===== src/rtl/lenet_pkg.sv =====
`default_nettype none
// ============================================================================
// Module      : lenet_pkg
// Description : Shared LeNet constants and the FC2 score-reader FSM encoding.
// Revision    : 1.0 - initial release
// ============================================================================
package lenet_pkg;

  localparam int SCORE_NUM       = 10;
  localparam int SRAM_DATA_WIDTH = 32;

  typedef enum logic [1:0] {
    ST_IDLE  = 2'd0,
    ST_READ  = 2'd1,
    ST_DRAIN = 2'd2,
    ST_HOLD  = 2'd3
  } argmax_state_e;

endpackage
`default_nettype wire


===== src/rtl/max4_signed.sv =====
`default_nettype none
// ============================================================================
// Module      : max4_signed
// Description : Combinational 4-input signed maximum. On equal values the
//               lower lane wins. Returns the value and its 2-bit lane index.
// Revision    : 1.0 - initial release
// ============================================================================
module max4_signed #(
  parameter int DATA_WIDTH = 8
) (
  input  logic signed [DATA_WIDTH-1:0] i_in0,
  input  logic signed [DATA_WIDTH-1:0] i_in1,
  input  logic signed [DATA_WIDTH-1:0] i_in2,
  input  logic signed [DATA_WIDTH-1:0] i_in3,
  output logic signed [DATA_WIDTH-1:0] o_max_val,
  output logic        [1:0]            o_max_idx
);

  logic signed [DATA_WIDTH-1:0] w_lo_val;
  logic signed [DATA_WIDTH-1:0] w_hi_val;
  logic        [1:0]            w_lo_idx;
  logic        [1:0]            w_hi_idx;

  // Pairwise tree; the higher lane only wins when strictly greater, and the
  // low pair always holds lower indices, so ties resolve to the lowest lane.
  always_comb begin
    w_lo_val  = i_in0;
    w_lo_idx  = 2'd0;
    w_hi_val  = i_in2;
    w_hi_idx  = 2'd2;
    o_max_val = i_in0;
    o_max_idx = 2'd0;
    if (i_in1 > i_in0) begin
      w_lo_val = i_in1;
      w_lo_idx = 2'd1;
    end
    if (i_in3 > i_in2) begin
      w_hi_val = i_in3;
      w_hi_idx = 2'd3;
    end
    if (w_hi_val > w_lo_val) begin
      o_max_val = w_hi_val;
      o_max_idx = w_hi_idx;
    end else begin
      o_max_val = w_lo_val;
      o_max_idx = w_lo_idx;
    end
  end

endmodule
`default_nettype wire


===== src/rtl/score_argmax_reader.sv =====
`default_nettype none
// ============================================================================
// Module      : score_argmax_reader
// Description : Reads the packed FC2 class scores from SRAM f after fc2_done,
//               finds the signed maximum (lowest index on ties) and offers
//               the winning class id/score on a valid/ready handshake.
// Revision    : 1.0 - initial release
// ============================================================================
module score_argmax_reader
  import lenet_pkg::*;
#(
  parameter int DATA_WIDTH             = 8,
  parameter int SCORE_NUM              = lenet_pkg::SCORE_NUM,
  parameter int DATA_NUM_PER_SRAM_ADDR = 4
) (
  input  logic                  clk,
  input  logic                  srstn,
  input  logic                  fc2_done,
  output logic [9:0]            sram_raddr_f,
  input  logic [31:0]           sram_rdata_f,
  output logic                  class_valid,
  input  logic                  class_ready,
  output logic [3:0]            class_id,
  output logic [DATA_WIDTH-1:0] class_score,
  output logic                  busy
);

  localparam int c_word_num = (SCORE_NUM + DATA_NUM_PER_SRAM_ADDR - 1) / DATA_NUM_PER_SRAM_ADDR;
  localparam logic [9:0] c_last_addr = 10'(c_word_num - 1);
  localparam logic signed [DATA_WIDTH-1:0] c_most_neg = {1'b1, {(DATA_WIDTH-1){1'b0}}};

  argmax_state_e r_state;
  argmax_state_e w_state_nxt;

  logic [9:0]                   r_cnt;
  logic signed [DATA_WIDTH-1:0] r_max;
  logic [3:0]                   r_idx;

  logic                         w_start;
  logic                         w_fold;
  logic [9:0]                   w_word;
  logic [11:0]                  w_base;
  logic signed [DATA_WIDTH-1:0] w_lane_val [4];
  logic signed [DATA_WIDTH-1:0] w_blk_max;
  logic [1:0]                   w_blk_lane;
  logic [3:0]                   w_cand_idx;

  // A run only launches from IDLE, so fc2_done while busy is dropped.
  assign w_start = (r_state == ST_IDLE) && fc2_done;

  // Read data lags the address by one cycle: fold from the second READ cycle
  // onwards, and once more in DRAIN for the last word.
  assign w_fold = ((r_state == ST_READ) && (r_cnt != 10'd0)) || (r_state == ST_DRAIN);
  assign w_word = (r_state == ST_DRAIN) ? c_last_addr : (r_cnt - 10'd1);
  assign w_base = {w_word, 2'b00};

  // Lane k holds score base+k in the k-th byte from the top; lanes past the
  // last real score are forced to the most negative value so they never win.
  generate
    for (genvar k = 0; k < 4; k++) begin : g_lane
      assign w_lane_val[k] = ((w_base + 12'(k)) < 12'(SCORE_NUM))
                           ? sram_rdata_f[SRAM_DATA_WIDTH-1-k*DATA_WIDTH -: DATA_WIDTH]
                           : c_most_neg;
    end
  endgenerate

  max4_signed #(
    .DATA_WIDTH (DATA_WIDTH)
  ) u_max4 (
    .i_in0     (w_lane_val[0]),
    .i_in1     (w_lane_val[1]),
    .i_in2     (w_lane_val[2]),
    .i_in3     (w_lane_val[3]),
    .o_max_val (w_blk_max),
    .o_max_idx (w_blk_lane)
  );

  assign w_cand_idx = w_base[3:0] + {2'b00, w_blk_lane};

  // State register.
  always_ff @(posedge clk or negedge srstn) begin
    if (!srstn) begin
      r_state <= ST_IDLE;
    end else begin
      r_state <= w_state_nxt;
    end
  end

  // Next-state and handshake/address outputs.
  always_comb begin
    w_state_nxt  = r_state;
    busy         = 1'b1;
    class_valid  = 1'b0;
    sram_raddr_f = 10'd0;
    unique case (r_state)
      ST_IDLE: begin
        busy = 1'b0;
        if (fc2_done) w_state_nxt = ST_READ;
      end
      ST_READ: begin
        sram_raddr_f = r_cnt;
        if (r_cnt == c_last_addr) w_state_nxt = ST_DRAIN;
      end
      ST_DRAIN: begin
        w_state_nxt = ST_HOLD;
      end
      ST_HOLD: begin
        class_valid = 1'b1;
        if (class_ready) w_state_nxt = ST_IDLE;
      end
      default: begin
        w_state_nxt = ST_IDLE;
      end
    endcase
  end

  // Address counter: steps once per READ cycle, otherwise parked at 0.
  always_ff @(posedge clk or negedge srstn) begin
    if (!srstn) begin
      r_cnt <= 10'd0;
    end else if ((r_state == ST_READ) && (r_cnt != c_last_addr)) begin
      r_cnt <= r_cnt + 10'd1;
    end else begin
      r_cnt <= 10'd0;
    end
  end

  // Running max/index: cleared on launch, replaced only on a strictly
  // greater block maximum so earlier (lower) indices win ties.
  always_ff @(posedge clk or negedge srstn) begin
    if (!srstn) begin
      r_max <= '0;
      r_idx <= 4'd0;
    end else if (w_start) begin
      r_max <= c_most_neg;
      r_idx <= 4'd0;
    end else if (w_fold && (w_blk_max > r_max)) begin
      r_max <= w_blk_max;
      r_idx <= w_cand_idx;
    end
  end

  assign class_id    = r_idx;
  assign class_score = r_max;

endmodule
`default_nettype wire


===== config.mk =====
export PLATFORM = sky130hd
export DESIGN_NAME = score_argmax_reader
export DESIGN_NICKNAME = d
export VERILOG_FILES = /design/src/rtl/lenet_pkg.sv /design/src/rtl/max4_signed.sv /design/src/rtl/score_argmax_reader.sv
export SDC_FILE = /design/constraint.sdc
export NUM_CORES = 1
export LEC_CHECK = 0
export BUFFER_PORTS_ARGS = -buffer_cell sky130_fd_sc_hd__buf_2
export CAP_MARGIN = 20
export CORE_ASPECT_RATIO = 1.4
export CORE_MARGIN = 5
export CORE_UTILIZATION = 56
export DETAILED_ROUTE_END_ITERATION = 10
export PLACE_DENSITY = 0.82
export SKIP_CTS_REPAIR_TIMING = 1
export SLEW_MARGIN = 15
export SYNTH_ARGS = -nofsm -noshare
export SYNTH_HDL_FRONTEND = slang
export SYNTH_SLANG_ARGS = --single-unit
export TNS_END_PERCENT = 10

===== constraint.sdc =====
create_clock -name clk -period 8.4 [get_ports clk]
set_input_delay 0 -clock clk [delete_from_list [all_inputs] [get_ports clk]]
set_output_delay 0 -clock clk [all_outputs]
set_load 0.01 [all_outputs]

## Word level (Yosys, flattened, before mapping)

Index checks and enable logic that the tools add are counted.

| operators by class | value |
|---|---|
| add/subtract/negate cells | 6 |
| $mul | 0 |
| divide/modulo/power cells | 0 |
| $lt $le $gt $ge | 8 |
| equal/unequal tests | 8 |
| shift-type cells | 0 |
| multiplexer cells | 23 |
| bitwise operators | 0 |
| reduce and logical (&&, ||, !) cells | 9 |

Operators with widths:

| kind | number |
|---|---|
| $mux 8 | 9 |
| $lt 12x4->1 const B | 4 |
| $gt 8x8->1 | 4 |
| $mux 10 | 3 |
| $add 12x2->12 const B | 2 |
| $add 12x1->12 const B | 1 |
| $add 10x1->10 const B | 1 |
| $eq 10x2->1 const B | 1 |
| $ne 10x2->1 const B | 1 |
| $reduce_bool 10->1 | 1 |
| $sub 10x1->10 const B | 1 |
| $mux 2 | 4 |
| $mux 4 | 2 |
| $pmux 2 s4 | 1 |
| $add 4x2->4 | 1 |
| $eq 2x2->1 const B | 2 |
| $logic_and 1x1->1 | 4 |
| $mux 1 | 4 |
| $ne 2x2->1 const B | 2 |
| $reduce_and 3->1 | 1 |
| $eq 2x1->1 const B | 1 |
| $logic_not 2->1 | 1 |
| $ne 2x1->1 const B | 1 |
| $reduce_bool 2->1 | 1 |
| $logic_or 1x1->1 | 1 |

| storage, ports and cells | value |
|---|---|
| register bits | 24 |
| latch bits | 0 |
| bits in writable memories | 0 |
| memory bits (read-only) | 0 |
| input bits | 36 |
| output and inout bits | 24 |
| memories kept | 0 |

## Logic depth before layout (Yosys ltp)

| depth | value |
|---|---|
| depth in word-level cells | 13 |
| depth in mapped cells | 37 |
| mapped depth without buffers | 32 |

## Modules after synthesis

From an unflattened synthesis, not the netlist that was laid out.

| second synthesis, totals | value |
|---|---|
| cells, all modules | 359 |
| area total of the unflattened synthesis | 2929.1 um2 |

Modules (own cells, without submodules):

| module | times used | cells each | area each (um2) | sequential area each (um2) |
|---|---|---|---|---|
| score_argmax_reader | 1 | 218 | 1833.0 | 600.6 |
| max4_signed | 1 | 141 | 1096.1 | 0.0 |

## Worst setup path before layout

No wires, ideal clock.

| timing path | value |
|---|---|
| path kind | reg-to-reg |
| start | register r_cnt[0] |
| end | register r_max[7], in the netlist class_score[7] |
| arrival | 6.827 ns |
| required time | 8.277 ns |
| setup slack | 1.450 ns |
| stages on the path, launching flop included | 35 |
| buffers on the path | 7 |
| cell sequence | dfrtp_1 buf_6 or4_1 o21ai_2 and4_1 buf_4 clkbuf_1 buf_2 nand2_1 ha_1 nor4b_2 nand2_1 o32ai_4 clkbuf_1 nor2_1 a31oi_1 inv_1 ha_1 and4_1 and4_1 o211ai_1 o211ai_1 a21oi_2 buf_4 mux2i_1 ha_1 nor2b_1 o21a_1 o21ai_0 a211oi_1 o21bai_1 and2_1 buf_1 nand2_1 o221a_1 |

| between the ends | value |
|---|---|
| longest elaborated chain between the ends | 12 |

RTL lines:

| item | RTL line | source |
|---|---|---|
| start, declared | score_argmax_reader.sv:35 | `logic [9:0] r_cnt;` |
| start signal, assigned | score_argmax_reader.sv:122 | `r_cnt <= r_cnt + 10'd1;` |
| $sub 10x1->10 | score_argmax_reader.sv:54 | `assign w_word = (r_state == ST_DRAIN) ? c_last_addr : (r_cnt - 10'd1);` |
| $mux 10 | score_argmax_reader.sv:54 |  |
| $add 12x2->12 or $add 12x1->12 (tied branches) | score_argmax_reader.sv:61 | `assign w_lane_val[k] = ((w_base + 12'(k)) < 12'(SCORE_NUM))` |
| $lt 12x4->1 | score_argmax_reader.sv:61 |  |
| $mux 8 | score_argmax_reader.sv:62 | `? sram_rdata_f[SRAM_DATA_WIDTH-1-k*DATA_WIDTH -: DATA_WIDTH]` |
| $gt 8x8->1, on equally long branches | max4_signed.sv:37, max4_signed.sv:33 |  |
| $mux 8, on equally long branches | max4_signed.sv:37, max4_signed.sv:33 |  |
| $gt 8x8->1 | max4_signed.sv:41 | `if (w_hi_val > w_lo_val) begin` |
| $mux 8 | max4_signed.sv:41 |  |
| $gt 8x8->1 | score_argmax_reader.sv:137 | `end else if (w_fold && (w_blk_max > r_max)) begin` |
| $logic_and 1x1->1 | score_argmax_reader.sv:137 |  |
| $reduce_bool 2->1 (no line) | n/a |  |
| end signal, assigned | score_argmax_reader.sv:135 | `r_max <= c_most_neg;` |
| end signal, assigned | score_argmax_reader.sv:138 | `r_max <= w_blk_max;` |
| end, declared | score_argmax_reader.sv:36 | `logic signed [DATA_WIDTH-1:0] r_max;` |

Several ways; a longest one is shown, not always the timed one. The select of a mux whose other input is x is not followed.
A chain may end at the register's enable or synchronous reset.

## Worst setup path in the final report

Ends and elaborated chain as after synthesis.

==> results.cfg <==
[timing]
holdWs_ps = 111
worst_pin_slew_ps = 769
final-setup-viol-count = 0
hold_viol_final = 0
slew_violations = 0
relSlewSlack_pct = 47.4
fin_worst_skew_ps = 4.44
fin_crit_sh_pct = 90.7
tns_ps = 0
period_minus_slack_ps = 7620
grt_setup_unrepaired = no
fmax_mhz = 131

[yosys]
synthArstFlopShare_pct = 100
syn_inst = 355
synth_fa_ha_area_share_pct = 17.7
synth_fp_nets = 430
yosysWarnings = 0
synthTopCellsByCount = 54 x nand2_1, 39 x ha_1, 39 x inv_1, 32 x nor2_1, 24 x dfrtp_1
netlist.area_leader.share_pct = 21.7
synth_edf_count = 0
syn_avg_cell_area_um2 = 7.78
synth_simple_gate_area_share_pct = 26.2
synth_top_area_cell = dfrtp_1
synth.most_common_cell = nand2_1
synth_top_family_by_area = simple AND/OR/NAND/NOR gates
yosys.cell_types.count = 56
yosysSeqAreaShare_pct = 21.7
synth_mux_area_share_pct = 4.03
yosys_most_used_dff = dfrtp_1
syn_area_um2 = 2760
synthTopCellsByArea = dfrtp_1 22%, ha_1 18%, nand2_1 7.3%
ys_ff_latch = 24
synth_compound_area_share_pct = 19.6
synthXorXnorAreaFrac_pct = 2.54

[detailed_routing]
drtAntennaViolNets = 0
routed_wirelength_um = 7230
vias = 2703
drc_errors = 0
detail_route.wl_per_cell_um = 15.4
drt_iter0_markers = 64
routed_via_density = 5.75
first_pass_iters = 4

[placed_design]
io_buffers = 59
place_congestion = 0.894
hpwl_um = 5960

[power]
irDropWorstVdd_mv = 0.346
p_per_area_nw_per_um2 = 453
leakagePower_nw = 1.62

[cts]
cts_root_buf = clkbuf_8
path_clk_slew_ps = 80
cts_max_level = 1
cts_tree = built
cts_buffers = 3
clock_path_buffers = 2
clk_latency_ps = 270
cts_sinks = 24

[floorplanning]
core_um2 = 4800
rows = 30
fp.dieH_um = 93.1
ios = 60
initial_core_util_pct = 57.5
dieArea_um2 = 6460
die-width_um = 69.4

[global_route]
grt_max_degree = 25
gr-total-overflow = 0
grt_pass1_wl_um = 12400
grt_pass1_vias = 2828
track_usage_pct = 22.9
antenna_found_initial = 0

[critical_path]
critical_path_required_ps = 8560
endpoint_kind = flip-flop
worstPathArrival_ps = 7780
crit_fanout = 22
ff2ff_path_depth = 27
critPathLaunchType = flip-flop
setup.worst_path.class = reg2reg

[final_layout]
area_growth_pct = 14.4
n_antenna_cell = 0
final_layout_size_suffix_gt1_share_pct = 17.5
fillers = 439
fin_util_pct = 65.7
nets = 482

[run_status]
outcome = completed

[min_path]
min_path_type = in2reg
whs_path_depth = 3

[run]
maxCapViolCount = 0
[per-layer routing]
metal  track usage [%]  wire length [um]  vias to the layer above  part of all wire [%]
met3              3.66               358                       27                   5.0
li1                  -                 -                     1344                     -
met2              43.9              3790                       90                    52
met4              10.3               312                        0                   4.3
met1              24.3              2770                     1242                    38
met5                 0                 0                        -                     0
[where the power goes]
part	switching (W)	internal [W]
Sequential	0.0000335	0.000150
Combinational	0.000693	0.000449
Clock	0.0000390	0.0000638
[kinds of logic after synthesis]
group	after synthesis
AND/OR/NAND/NOR	148
AO/OA/AOI/OAI	72
buffers and inverters	53
adder cells (fa/ha/maj)	39
flip-flops	24
multiplexers	11
XOR/XNOR	8
[state kept, by name (all words and copies together), names as in the netlist]
name,count
r_cnt,10
class_score,8
r_state,2
class_id,4
[final timing paths]
kind	startpoint	end	slack, ps
worst max register to register	r_cnt[0]	class_score[7]	780
worst max-delay path	r_cnt[0]	class_score[7]	780
worst min-delay path	sram_rdata_f[13]	class_score[5]	110
worst min register to register	class_id[1]	class_id[1]	490
min in group asynchronous	srstn	r_cnt[9]	230
max in group asynchronous	srstn	class_score[7]	7810
[metrics by stage]
stage                     total power [W]  setup slack [ps]  instance area [um2]  cells
after detailed placement          0.00129               468                 3060    464
after floorplan                   0.00109              1450                 2760    355
after global placement            0.00126               687                 3060    464
after global routing              0.00158              59.7                 3160    470
final                             0.00143               784                 3160    470
after CTS                         0.00141               426                 3130    468
[worst max-delay path, cell delays in order (launching register included)]
cell and delay (ps):
dfrtp_1 490, or4_1 570, o21ai_2 160, a41o_1 650, nand2b_1 150, ha_1 370, or4b_1 470, o21ai_2 110
nor2_1 100, nand2_1 320, nor2_1 100, a31oi_1 380, ha_1 340, and4_1 220, and4_1 230, o211ai_1 100
o211ai_1 220, a21oi_4 450, mux2i_1 250, ha_1 260, nor2b_1 140, o21a_1 150, o21ai_0 130, a211oi_1 120
o21bai_1 370, and2_1 430, nand2_1 90, o221a_1 130
[cells in the final DEF (no fill, tap or decap), drive strengths merged, types with 2 or more instances in the layout]
cell type / n
ha: 39
inv: 39
nand4: 4
buf: 59
or4: 2
dlygate4sd3: 2
a21o: 4
and4: 4
xor2: 2
o21a: 6
nor2: 32
o211ai: 3
o221ai: 9
mux2i: 10
nand3: 13
nor2b: 3
nand2b: 5
a31oi: 11
a2111oi: 2
clkbuf: 3
a21oi: 10
and2: 17
o31a: 2
nor4b: 2
nor3: 5
dfrtp: 24
nand2: 54
xnor2: 6
o21ai: 13
[layout make-up]
class | count | area (um2) | share of cell area [%]
Sequential cell | 24 | 601 | 19.0
Inverter | 39 | 146 | 4.64
Timing Repair Buffer | 61 | 315 | 9.98
Multi-Input combinational cell | 278 | 1940 | 61.6
Clock buffer | 3 | 41.3 | 1.31
Clock inverter | 1 | 30.0 | 0.951
Tap cell | 64 | 80.1 | 2.54
Power figures use the tool's default switching activity.
